--- src/rtl/mf_pkg.sv ---
// Shared definitions for the multifunction gate and its bit-serial driver.
// Op code constants and the driver FSM state type.
package mf_pkg;

  localparam logic [1:0] MF_OP_X  = 2'b00;
  localparam logic [1:0] MF_OP_Y0 = 2'b01;
  localparam logic [1:0] MF_OP_Y1 = 2'b10;
  localparam logic [1:0] MF_OP_NX = 2'b11;

  typedef enum logic [1:0] {
    IDLE  = 2'd0,
    SHIFT = 2'd1,
    DONE  = 2'd2
  } mf_state_e;

endpackage

--- src/rtl/mfGate.sv ---
// Multifunction gate bit-slice: f = x, y, y or ~x selected by {a,b}.
// Ports: x, y data bits; a, b function select; f result bit.
module mfGate
  import mf_pkg::*;
(
  input  logic x,
  input  logic y,
  input  logic a,
  input  logic b,
  output logic f
);

  always_comb begin
    f = x;
    unique case ({a, b})
      MF_OP_X:  f = x;
      MF_OP_Y0: f = y;
      MF_OP_Y1: f = y;
      MF_OP_NX: f = ~x;
      default:  f = x;
    endcase
  end

endmodule

--- src/rtl/mf_serial_driver.sv ---
// Bit-serial driver: accepts {x,y,op}, streams LSB-first through one mfGate,
// reassembles a W-bit result. Ports: clk, rst_n, in_valid/in_ready/in_x/in_y/
// in_op, out_valid/out_ready/out_data, busy; out_parity with MF_SERIAL_PARITY_EN.
module mf_serial_driver
  import mf_pkg::*;
#(
  parameter int W = 8
) (
  input  logic         clk,
  input  logic         rst_n,
  input  logic         in_valid,
  output logic         in_ready,
  input  logic [W-1:0] in_x,
  input  logic [W-1:0] in_y,
  input  logic [1:0]   in_op,
  output logic         out_valid,
  input  logic         out_ready,
  output logic [W-1:0] out_data,
  output logic         busy
`ifdef MF_SERIAL_PARITY_EN
  ,output logic        out_parity
`endif
);

  localparam int CW = $clog2(W);

  mf_state_e      r_state;
  mf_state_e      w_next;
  logic [W-1:0]   r_x;
  logic [W-1:0]   r_y;
  logic [W-1:0]   r_res;
  logic [1:0]     r_op;
  logic [CW-1:0]  r_cnt;
  logic           w_f;
  logic           w_last;
  logic           w_accept;
  logic [W-1:0]   w_res_nxt;

  mfGate u_gate (
    .x (r_x[0]),
    .y (r_y[0]),
    .a (r_op[1]),
    .b (r_op[0]),
    .f (w_f)
  );

  assign w_last    = (r_cnt == CW'(W - 1));
  assign w_accept  = (r_state == IDLE) && in_valid;
  // New bit enters at the MSB so the LSB-first stream lands in place.
  assign w_res_nxt = {w_f, r_res[W-1:1]};

  always_comb begin
    w_next = r_state;
    unique case (r_state)
      IDLE:    if (in_valid)  w_next = SHIFT;
      SHIFT:   if (w_last)    w_next = DONE;
      DONE:    if (out_ready) w_next = IDLE;
      default:                w_next = IDLE;
    endcase
  end

  always_ff @(posedge clk or negedge rst_n) begin
    if (!rst_n) begin
      r_state <= IDLE;
      r_x     <= '0;
      r_y     <= '0;
      r_res   <= '0;
      r_op    <= '0;
      r_cnt   <= '0;
    end else begin
      r_state <= w_next;
      if (w_accept) begin
        r_x   <= in_x;
        r_y   <= in_y;
        r_op  <= in_op;
        r_cnt <= '0;
        r_res <= '0;
      end else if (r_state == SHIFT) begin
        r_x   <= r_x >> 1;
        r_y   <= r_y >> 1;
        r_res <= w_res_nxt;
        if (!w_last) r_cnt <= r_cnt + 1'b1;
      end
    end
  end

`ifdef MF_SERIAL_PARITY_EN
  logic r_par;

  always_ff @(posedge clk or negedge rst_n) begin
    if (!rst_n) begin
      r_par <= 1'b0;
    end else if (w_accept) begin
      r_par <= 1'b0;
    end else if (r_state == SHIFT) begin
      r_par <= ^w_res_nxt;
    end
  end

  assign out_parity = r_par;
`endif

  assign in_ready  = (r_state == IDLE);
  assign out_valid = (r_state == DONE);
  assign busy      = (r_state == SHIFT) || (r_state == DONE);
  assign out_data  = r_res;

endmodule

--- config.mk ---
export PLATFORM = sky130hd
export DESIGN_NAME = mf_serial_driver
export DESIGN_NICKNAME = d
export VERILOG_FILES = /design/src/rtl/mf_pkg.sv /design/src/rtl/mfGate.sv /design/src/rtl/mf_serial_driver.sv
export SDC_FILE = /design/constraint.sdc
export NUM_CORES = 1
export LEC_CHECK = 0
export ABC_AREA = 0
export BUFFER_PORTS_ARGS = -buffer_cell sky130_fd_sc_hd__buf_4
export CORE_MARGIN = 2
export CORE_UTILIZATION = 57
export DETAILED_ROUTE_END_ITERATION = 7
export PLACE_DENSITY = 0.88
export SLEW_MARGIN = 20
export SYNTH_ARGS = -nofsm -noshare
export SYNTH_HDL_FRONTEND = slang
export SYNTH_SLANG_ARGS = --single-unit
--- constraint.sdc ---
create_clock -name clk -period 2.64 [get_ports clk]
set_clock_uncertainty 0.05 [all_clocks]
set_input_delay 0.528 -clock clk [delete_from_list [all_inputs] [get_ports clk]]
set_output_delay 0.528 -clock clk [all_outputs]
set_load 0.02 [all_outputs]
==> flow_results.org <==
** Worst hold path
- The tightest min-delay check is of the input port to asynchronous set/reset pin type.

** Global routing
- Global-route wire length before repair :: 5040 um
- Across every metal layer, demand over resource in global routing totals 0.212.
- Entering global routing, the biggest net connects 48 pins.
- The number of antenna violations at the first check in global routing was 0.
- The via count of the first global-routing pass came to 1,116.
- Leftover overflow at the end of global routing :: 0

** Flow run
- Max-cap violations in this run came to 0.

** Status
- Result of the run :: completed

** Critical path
- Arrival @ worst endpoint :: 1.28 ns
- The slowest stage of the critical path belongs to the cell sky130_fd_sc_hd__dfrtp_1.
- The worst setup path is launched from a flip-flop.
- Path depth of the worst reg2reg path :: 6
- The worst setup path is captured at an output pin.
- Of all nets on the critical path, the largest fanout is 4.
- In this design, the stage delay of the slowest critical-path cell is 0.41 ns.
- The critical path goes through inv_1, ha_1, buf_4.
- Worst setup path class :: flip-flop to output pin
- CP required :: 2.06 ns

** Yosys
- Top-area cell type share of the netlist area :: 0.512
- By area, the combinational part of the netlist is dominated by multiplexers.
- Of the total synthesized cell area, the portion taken by full adders, half adders and majority gates is 0.0743.
- Dividing the synthesized area by the synthesized cell count gives 10.8 um2.
- Gate Count Post-Synth :: 140
- When the netlist entered floorplanning its net count stood at 171.
- Yosys reg bits :: 31
- Of the post-synthesis cell area, the part taken by muxes is 0.153.
- Largest cells by area after synthesis :: sky130_fd_sc_hd__dfrtp_1, sky130_fd_sc_hd__mux2i_1, sky130_fd_sc_hd__ha_1
- Largest area contributor in the netlist :: sky130_fd_sc_hd__dfrtp_1
- Netlist area before placement :: 0.00152 mm2
- Yosys warns :: 0
- For this run, the register share of the synthesized area comes to 0.512.
- Simple-Gate Fraction of Synth Area :: 0.112
- XOR/XNOR Fraction of Synth Area :: 0.00578
- The synthesized-area fraction occupied by ao, oa, aoi and oai cells came to 0.0924.
- Distinct cell type count after synthesis :: 22

** Clock network
- Number of clock sinks :: 31
- Gates resized during post-CTS repair numbered 0.
- Deepest level of the CTS H-tree :: 2
- TritonCTS created 5 clock buffers.
- Clock latency on the worst-skew pair, taken at its later pin, is 0.32 ns.
- Clock-pin slew on the worst setup and hold paths :: 0.09 ns
- The cell sitting at the root of the clock tree is a sky130_fd_sc_hd__clkbuf_4.
- CTS tree :: yes
- Counting along the longest clock path gives a buffer depth of 2.
- The number of setup buffers added after CTS is 0.
- Hold buffer count at CTS :: 0

** Floorplanning
- Number of placement rows :: 18
- Initial cell density of the core :: 0.607
- Die ar. :: 0.00309 mm2
- The die is 55.6 um tall.
- The die is 55.6 um wide.
- During I/O placement, the number of pins put on the boundary was 33.
- Core area :: 0.00250 mm2

** Drt
- Via-per-instance ratio :: 5.19
- Routed WL per cell :: 14.2 um
- After detailed routing, the number of remaining DRC violations is 0.
- Number of vias in the routed layout :: 1,064
- Post-DRT Antenna Nets :: 0
- In this run, the number of DRC markers left after iteration 0 of detailed routing was 19.
- Number of detailed-routing iterations run before antenna repair :: 4
- Detailed Route WL :: 2920 um

** Layout
- Leading cell type in the layout, fill and taps excluded :: sky130_fd_sc_hd__buf_4
- Final #Nets :: 205
- Once layout is complete, the cells apart from fillers number 205.
- Synthesis-to-finish area growth :: 19.8%
- The number of antenna diodes in the final layout is 0.
- In the final layout, the share of cells above drive strength 1 is 0.257.
- Commonest non-fill, non-tap cells in the layout :: sky130_fd_sc_hd__buf_4, sky130_fd_sc_hd__dfrtp_1, sky130_fd_sc_hd__nand2_1, sky130_fd_sc_hd__mux2i_1, sky130_fd_sc_hd__o21ai_0

** Power
- Static leakage power :: 0.000898 uW
- Power spread over the standard cell area amounts to 1140 mW/mm2.
- Across the VDD grid, the largest voltage drop is 0.773 mV.

** Placed design
- Total instance count after detailed placement :: 197
- Routability cong. :: 0.727
- The count of buffers added on input and output ports is 32.
- Detailed-placement wirelength estimate :: 2050 um

** STA
- Derived from the worst setup path, the maximum achievable clock frequency is 0.537 GHz.
- Max_slew headroom :: 0.746
- The total count of max-transition violations in the final report came to 0.
- The routed design could run at a clock period as short as 1.86 ns.
- In the final timing run, aggregate negative setup slack is 0 ns.
- The hold violation total from the final report came to 0.
- Of the available clock period, the critical path in the final layout requires 0.705.
- Final setup violation count :: 0
- Setup repair after global routing left no endpoint under its margin.
- Transition at the pin with the smallest max-transition slack :: 0.380 ns
worst paths after layout:
kind / startpoint / slack, ns / endpoint
worst max-delay path: r_state[1] / 0.78 / in_ready
worst min-delay path: rst_n / 0.06 / r_op[0]
worst max register to register: r_state[1] / 0.89 / r_state[0]
worst min register to register: r_cnt[1] / 0.49 / r_cnt[1]
max in group asynchronous: rst_n / 2.20 / out_data[3]
min in group clk: in_x[1] / 0.36 / r_x[1]
sequential cells by signal, summed over array words and instances (netlist names):
signal    flops
r_y           8
out_data      8
r_op          2
r_state       2
r_cnt         3
r_x           8
critical path: cells and delay by family (launching register included):
kind	cells	cell delay, ns
buffers and inverters	2	0.30
DFF	1	0.41
adders and majority gates	1	0.25
kinds of logic after synthesis:
kind of cell	Yosys count
simple gates	38
flops	31
compound gates	23
mux	23
buf+inv	15
fa+ha+maj	9
xor+xnor	1
through the flow:
step	instance area [um2]	setup slack [ns]	util	hold WS, ns	power, uW
after floorplan	1520	1.05	-	0.182	1550
after global placement	1770	0.975	0.707	0.426	1750
after detailed placement	1770	0.896	0.707	0.430	1820
after CTS	1820	0.763	0.727	0.0744	2090
after global routing	1820	0.700	0.727	0.0727	2230
final	1820	0.778	0.727	0.0634	2070
final cells by class:
| type | instances | area [um2] |
|---|---|---|
| repair buffers | 35 | 263 |
| inverters | 7 | 26.3 |
| clock buffers | 7 | 45.0 |
| flip-flops and latches | 31 | 776 |
| clock inverters | 1 | 5.00 |
| multi-input cells | 94 | 664 |
| well taps | 30 | 37.5 |
| fillers | 163 | 683 |
Yosys cell counts:
cell type / count
sky130_fd_sc_hd__a221oi_4: 1
sky130_fd_sc_hd__o21ai_0: 19
sky130_fd_sc_hd__nand3b_1: 1
sky130_fd_sc_hd__nor3_1: 1
sky130_fd_sc_hd__dfrtp_1: 31
sky130_fd_sc_hd__clkbuf_1: 1
sky130_fd_sc_hd__buf_4: 1
sky130_fd_sc_hd__a221oi_1: 1
sky130_fd_sc_hd__a21oi_1: 2
sky130_fd_sc_hd__and2_1: 1
sky130_fd_sc_hd__buf_2: 4
sky130_fd_sc_hd__clkbuf_4: 1
sky130_fd_sc_hd__nand2_1: 22
sky130_fd_sc_hd__xnor2_1: 1
sky130_fd_sc_hd__inv_1: 7
sky130_fd_sc_hd__nand2b_1: 4
sky130_fd_sc_hd__mux2i_1: 21
sky130_fd_sc_hd__buf_6: 1
sky130_fd_sc_hd__mux2_2: 2
sky130_fd_sc_hd__ha_1: 9
sky130_fd_sc_hd__nor2b_4: 1
sky130_fd_sc_hd__nor2_1: 8
report_power, final:
part | internal (uW) | total [uW] | switching [uW]
clock network | 104 | 261 | 157
registers | 686 | 818 | 133
logic | 459 | 992 | 533
total | 1250 | 2070 | 823
per-layer routing:
metal | global-route usage | part of all wire | vias to the layer above
li1 | - | - | 531
met1 | 0.261 | 0.43 | 498
met2 | 0.357 | 0.50 | 28
met3 | 0.0535 | 0.049 | 7
met4 | 0.0836 | 0.017 | 0
met5 | 0 | 0 | -
Note: power is estimated with default switching activity, not from simulation.
